`src/rtl/recovery_sequencer.sv`:
```
// Multi-source flush arbiter and recovery sequencer (IDLE/START/FLUSH/ROLLBACK) with wrap-aware ROB age compare.
// Optional performance counters are enabled by defining RECOVERY_PERF_CNT_EN.
module recovery_sequencer #(
    parameter int unsigned NUM_SRC   = 3,
    parameter int unsigned ROB_TAG_W = 6
) (
    input  logic                           clk,
    input  logic                           rst_n,
    input  logic [NUM_SRC-1:0]             src_valid,
    input  logic [NUM_SRC*ROB_TAG_W-1:0]   src_rob_tag,
    input  logic [ROB_TAG_W-1:0]           rob_head_tag,
    input  logic                           rob_recovery_finished,
    output logic [NUM_SRC-1:0]             src_ack,
    output logic                           flush_bcast_valid,
    output logic [ROB_TAG_W-1:0]           flush_bcast_tag,
    output logic                           recovery_start,
    output logic                           recovery_flush,
    output logic                           recovery_rollback,
    output logic                           recovery_procedure,
    output logic                           recovery_stall
`ifdef RECOVERY_PERF_CNT_EN
    ,
    output logic [31:0]                    perf_recovery_cnt,
    output logic [31:0]                    perf_recovery_cycles
`endif
);

    typedef enum logic [1:0] {
        IDLE,
        START,
        FLUSH,
        ROLLBACK
    } state_e;

    state_e                 state_q, state_d;
    logic [ROB_TAG_W-1:0]   tag_q, tag_d;
    logic [NUM_SRC-1:0]     ack_q, ack_d;
    logic                   start_q, start_d;
    logic                   flush_q, flush_d;
    logic                   rollback_q, rollback_d;
    logic                   proc_q, proc_d;
    logic [ROB_TAG_W-1:0]   bcast_tag_q, bcast_tag_d;

    logic [ROB_TAG_W-1:0]   src_age [NUM_SRC];
    logic                   sel_found;
    logic [ROB_TAG_W-1:0]   sel_age;
    logic [ROB_TAG_W-1:0]   sel_tag;
    logic [NUM_SRC-1:0]     sel_oh;
    logic [ROB_TAG_W-1:0]   cur_age;
    logic                   preempt;

    // Age is the modular distance from the ROB head, so wrap-around needs no special case.
    always_comb begin
        for (int unsigned i = 0; i < NUM_SRC; i++) begin
            src_age[i] = src_rob_tag[i*ROB_TAG_W +: ROB_TAG_W] - rob_head_tag;
        end
    end

    // Strict less-than keeps the lowest index on an age tie.
    always_comb begin
        sel_found = 1'b0;
        sel_age   = '1;
        sel_tag   = '0;
        sel_oh    = '0;
        for (int unsigned i = 0; i < NUM_SRC; i++) begin
            if (src_valid[i] && (!sel_found || (src_age[i] < sel_age))) begin
                sel_found = 1'b1;
                sel_age   = src_age[i];
                sel_tag   = src_rob_tag[i*ROB_TAG_W +: ROB_TAG_W];
                sel_oh    = '0;
                sel_oh[i] = 1'b1;
            end
        end
    end

    assign cur_age = tag_q - rob_head_tag;
    assign preempt = sel_found && (sel_age < cur_age);

    always_comb begin
        state_d = state_q;
        tag_d   = tag_q;
        ack_d   = '0;
        unique case (state_q)
            IDLE: begin
                if (sel_found) begin
                    state_d = START;
                    tag_d   = sel_tag;
                    ack_d   = sel_oh;
                end
            end
            START, FLUSH, ROLLBACK: begin
                // An older offender restarts the sequence and outranks a pending rollback exit.
                if (preempt) begin
                    state_d = START;
                    tag_d   = sel_tag;
                    ack_d   = sel_oh;
                end else if (state_q == START) begin
                    state_d = FLUSH;
                end else if (state_q == FLUSH) begin
                    state_d = ROLLBACK;
                end else if (rob_recovery_finished) begin
                    state_d = IDLE;
                end
            end
            default: state_d = IDLE;
        endcase

        start_d     = (state_d == START);
        flush_d     = (state_d == FLUSH);
        rollback_d  = (state_d == ROLLBACK);
        proc_d      = (state_d != IDLE);
        bcast_tag_d = (state_d == FLUSH) ? tag_d : '0;
    end

    always_ff @(posedge clk or negedge rst_n) begin
        if (!rst_n) begin
            state_q     <= IDLE;
            tag_q       <= '0;
            ack_q       <= '0;
            start_q     <= 1'b0;
            flush_q     <= 1'b0;
            rollback_q  <= 1'b0;
            proc_q      <= 1'b0;
            bcast_tag_q <= '0;
        end else begin
            state_q     <= state_d;
            tag_q       <= tag_d;
            ack_q       <= ack_d;
            start_q     <= start_d;
            flush_q     <= flush_d;
            rollback_q  <= rollback_d;
            proc_q      <= proc_d;
            bcast_tag_q <= bcast_tag_d;
        end
    end

    assign src_ack            = ack_q;
    assign recovery_start     = start_q;
    assign recovery_flush     = flush_q;
    assign flush_bcast_valid  = flush_q;
    assign flush_bcast_tag    = bcast_tag_q;
    assign recovery_rollback  = rollback_q;
    assign recovery_procedure = proc_q;
    assign recovery_stall     = proc_q;

`ifdef RECOVERY_PERF_CNT_EN
    logic [31:0] perf_cnt_q, perf_cyc_q;

    always_ff @(posedge clk or negedge rst_n) begin
        if (!rst_n) begin
            perf_cnt_q <= '0;
            perf_cyc_q <= '0;
        end else begin
            if (start_q && (perf_cnt_q != '1)) begin
                perf_cnt_q <= perf_cnt_q + 32'd1;
            end
            if (proc_q && (perf_cyc_q != '1)) begin
                perf_cyc_q <= perf_cyc_q + 32'd1;
            end
        end
    end

    assign perf_recovery_cnt    = perf_cnt_q;
    assign perf_recovery_cycles = perf_cyc_q;
`endif

endmodule

```
`config.mk`:
```
export PLATFORM = sky130hd
export DESIGN_NAME = recovery_sequencer
export DESIGN_NICKNAME = d
export VERILOG_FILES = /design/src/rtl/recovery_sequencer.sv
export SDC_FILE = /design/constraint.sdc
export NUM_CORES = 1
export LEC_CHECK = 0
export ABC_AREA = 1
export BUFFER_PORTS_ARGS = -buffer_cell sky130_fd_sc_hd__buf_2
export CAP_MARGIN = 10
export CORE_UTILIZATION = 50
export DETAILED_ROUTE_END_ITERATION = 8
export PLACE_DENSITY = 0.8
export SLEW_MARGIN = 20
export SYNTH_ARGS = -nofsm -noshare
export SYNTH_HDL_FRONTEND = slang
export SYNTH_SLANG_ARGS = --single-unit
export TNS_END_PERCENT = 100
```
`constraint.sdc`:
```
create_clock -name clk -period 5.6 [get_ports clk]
set_clock_uncertainty 0.1 [all_clocks]
set_input_delay 0.84 -clock clk [delete_from_list [all_inputs] [get_ports clk]]
set_output_delay 0.84 -clock clk [all_outputs]
set_load 0.05 [all_outputs]
```
# Word level (Yosys, flattened, before mapping)
# Index checks and enable logic that the tools add are counted.
[word_totals]
regBits = 21
output_inout_bits = 15
[op_classes]
reduce_logical = 10
n_lt_le_gt_ge = 3
eq_ne = 6
muxes = 25
addsub = 4
[op_table]
columns = ["op", "n"]
rows = [
  ["$mux 6", 9],
  ["$sub 6x6->6", 4],
  ["$lt 6x6->1", 3],
  ["$mux 3", 4],
  ["$pmux 6 s2", 1],
  ["$mux 2", 5],
  ["$eq 2x2->1 const B", 4],
  ["$pmux 3 s2", 1],
  ["$eq 2x1->1 const B", 2],
  ["$mux 1", 4],
  ["$pmux 2 s2", 1],
  ["$logic_and 1x1->1", 3],
  ["$reduce_or 3->1", 1],
  ["$logic_not 1->1", 2],
  ["$logic_not 2->1", 1],
  ["$logic_or 1x1->1", 2],
  ["$reduce_bool 2->1", 1],
]

# Depth between registers and ports, before layout
[logic_depth]
ltp_word = 16
ltp_mapped = 42
ltp_nobuf = 40

# Worst setup path before layout
# OpenSTA, ideal clock, no wires.
[synth_timing]
path_type = "input to register"
startpoint = "input port rob_head_tag[1]"
endpoint = "register bcast_tag_q[0], in the netlist flush_bcast_tag[0]"
path_buffers = 2
path_slack_ns = -0.121
setup_ns = 0.122
arrival_time_ns = 5.499
cell_stages = 39
path_cell_list = "inv_1 ha_1 nand3_1 and2_1 inv_1 a21oi_1 nor2_1 nor2_1 xor2_1 ha_1 nand2_1 a21oi_1 nor2_1 nand2_1 nand2_1 nand2_2 clkbuf_1 inv_1 (+3 left out) a21oi_1 nor2_1 a211oi_1 nand2_1 nand2_2 nand2_4 inv_2 buf_6 o21ai_0 ha_1 nand2_1 o21ai_0 a211oi_1 nand2_4 nand2_4 nand2_1 nand2_1 nor2_1"
[synth_via]
elab_chain_len = 16
word_cells_on_any_way = 28
classes_between = "4 x add/sub; 3 x order compare; 1 x eq/ne; 14 x mux; 6 x reduce/logical"
[synth_rtl]
columns = ["element", "line", "rtl"]
rows = [
  ["start: declaration", "11", "input logic [ROB_TAG_W-1:0] rob_head_tag,"],
  ["$sub 6x6->6", "55", "src_age[i] = src_rob_tag[i*ROB_TAG_W +: ROB_TAG_W] - rob_head_tag;"],
  ["$mux 6", "66", "if (src_valid[i] && (!sel_found || (src_age[i] < sel_age))) begin"],
  ["$lt 6x6->1", "66", ""],
  ["$logic_or 1x1->1", "66", ""],
  ["$logic_and 1x1->1", "66", ""],
  ["$mux 6 / $mux 1 (equally long branches)", "66", ""],
  ["$lt 6x6->1 / $logic_not 1->1 (equally long branches)", "66", ""],
  ["$logic_or 1x1->1", "66", ""],
  ["$logic_and 1x1->1", "66", ""],
  ["$mux 6", "66", ""],
  ["$lt 6x6->1", "77", "assign preempt = sel_found && (sel_age < cur_age);"],
  ["$logic_and 1x1->1", "77", ""],
  ["$mux 2", "93", "if (preempt) begin"],
  ["$pmux 2 s2", "83", "unique case (state_q)"],
  ["$eq 2x2->1", "112", "bcast_tag_d = (state_d == FLUSH) ? tag_d : '0;"],
  ["$mux 6 (*)", "112", ""],
  ["named net bcast_tag_d[0]", "42", "logic [ROB_TAG_W-1:0] bcast_tag_q, bcast_tag_d;"],
  ["end signal: assignment", "133", "bcast_tag_q <= bcast_tag_d;"],
  ["end: declaration", "42", ""],
]
# The timed path passes the listed nets; every way through them passes the cells marked *.

# Worst setup path after layout
[layout_timing]
startpoint = "input port rob_head_tag[2]"
endpoint = "register bcast_tag_q[5], in the netlist flush_bcast_tag[5]"
# The elaborated chain is that of the path after synthesis.

==> impl_metrics.tcl <==
set metrics [dict create \
    multi_input_area_um2 1760 \
    rows 24 \
    dr.pass1.iters 4 \
    fin_area_um2 3160 \
    grt_usage_pct 24.4 \
    drt_iter0_markers 169 \
    synth_edf_count 0 \
    clock_latency_ns 0.26 \
    cts_hold_buf 0 \
    drive_gt1_share_pct 38.0 \
    worst_slew_pin_slew_ns 0.648 \
    viasPerCell 5.37 \
    fin_tns_setup_ns 0 \
    power.density_nw_per_um2 513 \
    finalMaxSlewViolations 0 \
    initial_utilization_pct 52.1 \
    io_pins 45 \
    rsz0062_at_grt "yes" \
    cts_tree "yes" \
    fmax_ghz 0.182 \
    syn_inst 320 \
    clkSinkCount 21 \
    syn_area_um2 2290 \
    dieArea_um2 4850 \
    fin_crit_sh_pct 98.2 \
    slowest_delay_ns 0.31 \
    outcome "finished clean" \
    synth_ff_type "dfrtp_1" \
    ir_worst_vdd_uv 285 \
    setup_viol 0 \
    hold_viol_final 0 \
    remaining_drc_errors 0 \
    grt_pass1_vias 2222 \
    cp-start-kind "primary input" \
    grt_pass1_wl_um 9530 \
    async_flop_share_pct 100 \
    slew_headroom_pct 56.7 \
    fillCellCount 333 \
    via_count 2427 \
    wl_per_cell_um 15.1 \
    antenna_found_initial 0 \
    final_antenna_net_count 0 \
    power_leakage_nw 1.74 \
    yosysSeqAreaShare_pct 23.0 \
    syn_area_per_cell_um2 7.14 \
    core-area_um2 4380 \
    min_period_ns 5.50 \
    cp_data_required_time_ns 5.69 \
    slowest_stage "ha_1" \
    syn_to_final_growth_pct 38.3 \
    crit_fanout 8 \
    clk_pin_slew_ns 0.07 \
    maxCapViolations 0 \
    area.sequential_um2 526 \
    worst_setup_path_end_kind "flip-flop" \
    critPathArrivalTime_ns 5.59 \
    overflow 0 \
    die_h_um 69.6 \
    placed_area_um2 2710 \
    r2r_slack_ns 2.59 \
    synth_nets 389 \
    cts_max_level 1 \
    io_buffers 44 \
    synthDistinctLibCells 28 \
    cts_made_buffers 3 \
    crit_type "in2reg" \
    clockBufferDepth 2 \
    diodes 0 \
    wirelength_um 6820 \
    grt_max_degree 22 \
    synth-seq-cells 21 \
    place_congestion 0.929 \
    root_buffer "clkbuf_8" \
    synth_warnings 0 \
    final_nets 470 \
    post-dp-hpwl_um 4910 \
    hold_class "in2async" \
    die_w_um 69.6 \
]
## layout make-up
type                    instances  area share, %
multi-input cells             233           55.5
clock buffers                   4           1.42
flip-flops and latches         21           16.6
inverters                      61           7.72
repair buffers                 81           16.7
well taps                      52           2.06
## kinds of logic after synthesis
logic type / count (synthesis) / share of synthesized area [%]
simple gates: 128 / 24.7
buf+inv: 66 / 11.5
compound gates: 52 / 12.7
fa+ha+maj: 39 / 22.7
flops: 21 / 23.0
xor+xnor: 14 / 5.36
## path summary, 6_finish.rpt
check                                   startpoint                      endpoint  depth (start not counted)
worst max-delay path               rob_head_tag[2]  flush_bcast_tag[5]$_DFF_PN0_                         38
worst min-delay path                         rst_n            tag_q[3]$_DFF_PN0_                          1
worst max register to register  tag_q[0]$_DFF_PN0_  flush_bcast_tag[5]$_DFF_PN0_                         16
worst min register to register  tag_q[2]$_DFF_PN0_            tag_q[2]$_DFF_PN0_                          4
max in group asynchronous                    rst_n  flush_bcast_tag[3]$_DFF_PN0_                          1
min in group clk                tag_q[2]$_DFF_PN0_            tag_q[2]$_DFF_PN0_                          4
## Yosys cell counts, types with 2 or more instances
library cell | count | area share [%]
nand2_2 | 3 | 0.82
nand2_4 | 3 | 1.5
or2_2 | 2 | 0.55
a21oi_1 | 25 | 5.5
xor2_1 | 10 | 3.8
inv_1 | 60 | 9.9
dfrtp_1 | 21 | 23
and2_1 | 2 | 0.55
nand2_1 | 74 | 12
o21ai_0 | 16 | 3.5
a211oi_1 | 3 | 0.99
nand3_1 | 20 | 4.4
fa_1 | 4 | 3.5
ha_1 | 35 | 19
buf_4 | 2 | 0.66
o31ai_1 | 5 | 1.6
xnor2_1 | 4 | 1.5
nor2_1 | 21 | 3.4
## registers in the layout, summed over array words and instances, names as in the netlist
signal,flops
tag_q,6
flush_bcast_tag,6
flush_bcast_valid,1
recovery_procedure,1
recovery_rollback,1
src_ack,3
recovery_start,1
state_q,2
## what timing repair did
item | CTS | global route
buffers inserted | 0 | 14
resized for setup | 0 | 91
endpoints found under the setup margin | 0 | 21
## power breakdown
group          internal [mW]  total [mW]  switching [mW]
clock network         0.0506      0.0978          0.0472
registers              0.216       0.247          0.0312
logic                  0.489        1.28           0.787
## metrics by stage
| step | power, mW | hold WS [ns] | worst slack, ns | utilization, % | instances |
|---|---|---|---|---|---|
| floorplan | 0.941 | 0.444 | 0.0442 | - | 320 |
| global placement | 1.14 | 0.519 | -0.0537 | 61.9 | 434 |
| detailed placement | 1.17 | 0.529 | -0.242 | 61.9 | 434 |
| CTS | 1.27 | 0.436 | 0.0202 | 62.9 | 438 |
| global route | 1.74 | 0.447 | -0.252 | 72.1 | 452 |
| finish | 1.62 | 0.421 | 0.101 | 72.1 | 452 |
## per-layer routing
metal  track usage, %  vias to the layer above  routed length, µm
met4             4.67                        0                 94
met3             3.49                       10                234
li1                 -                     1180                  -
met2             42.3                       79               3570
met5                0                        -                  0
met1             32.7                     1158               2920
## placed cells by master (no fill, tap or decap), types with 15 or more instances in the layout
master / n
nand3_1: 15
nor2_1: 19
a21oi_1: 18
nand2_1: 55
ha_1: 27
inv_1: 54
buf_2: 43
nand2_2: 18
buf_4: 32
dfrtp_1: 21
## worst max-delay path: cells and delay by family
kind / cells / cell delay [ns]
compound gates: 9 / 1.24
buf+inv: 6 / 0.60
fa+ha+maj: 4 / 1.00
simple gates: 18 / 1.64
xor+xnor: 1 / 0.25
Note: power is estimated with default switching activity, not from simulation.
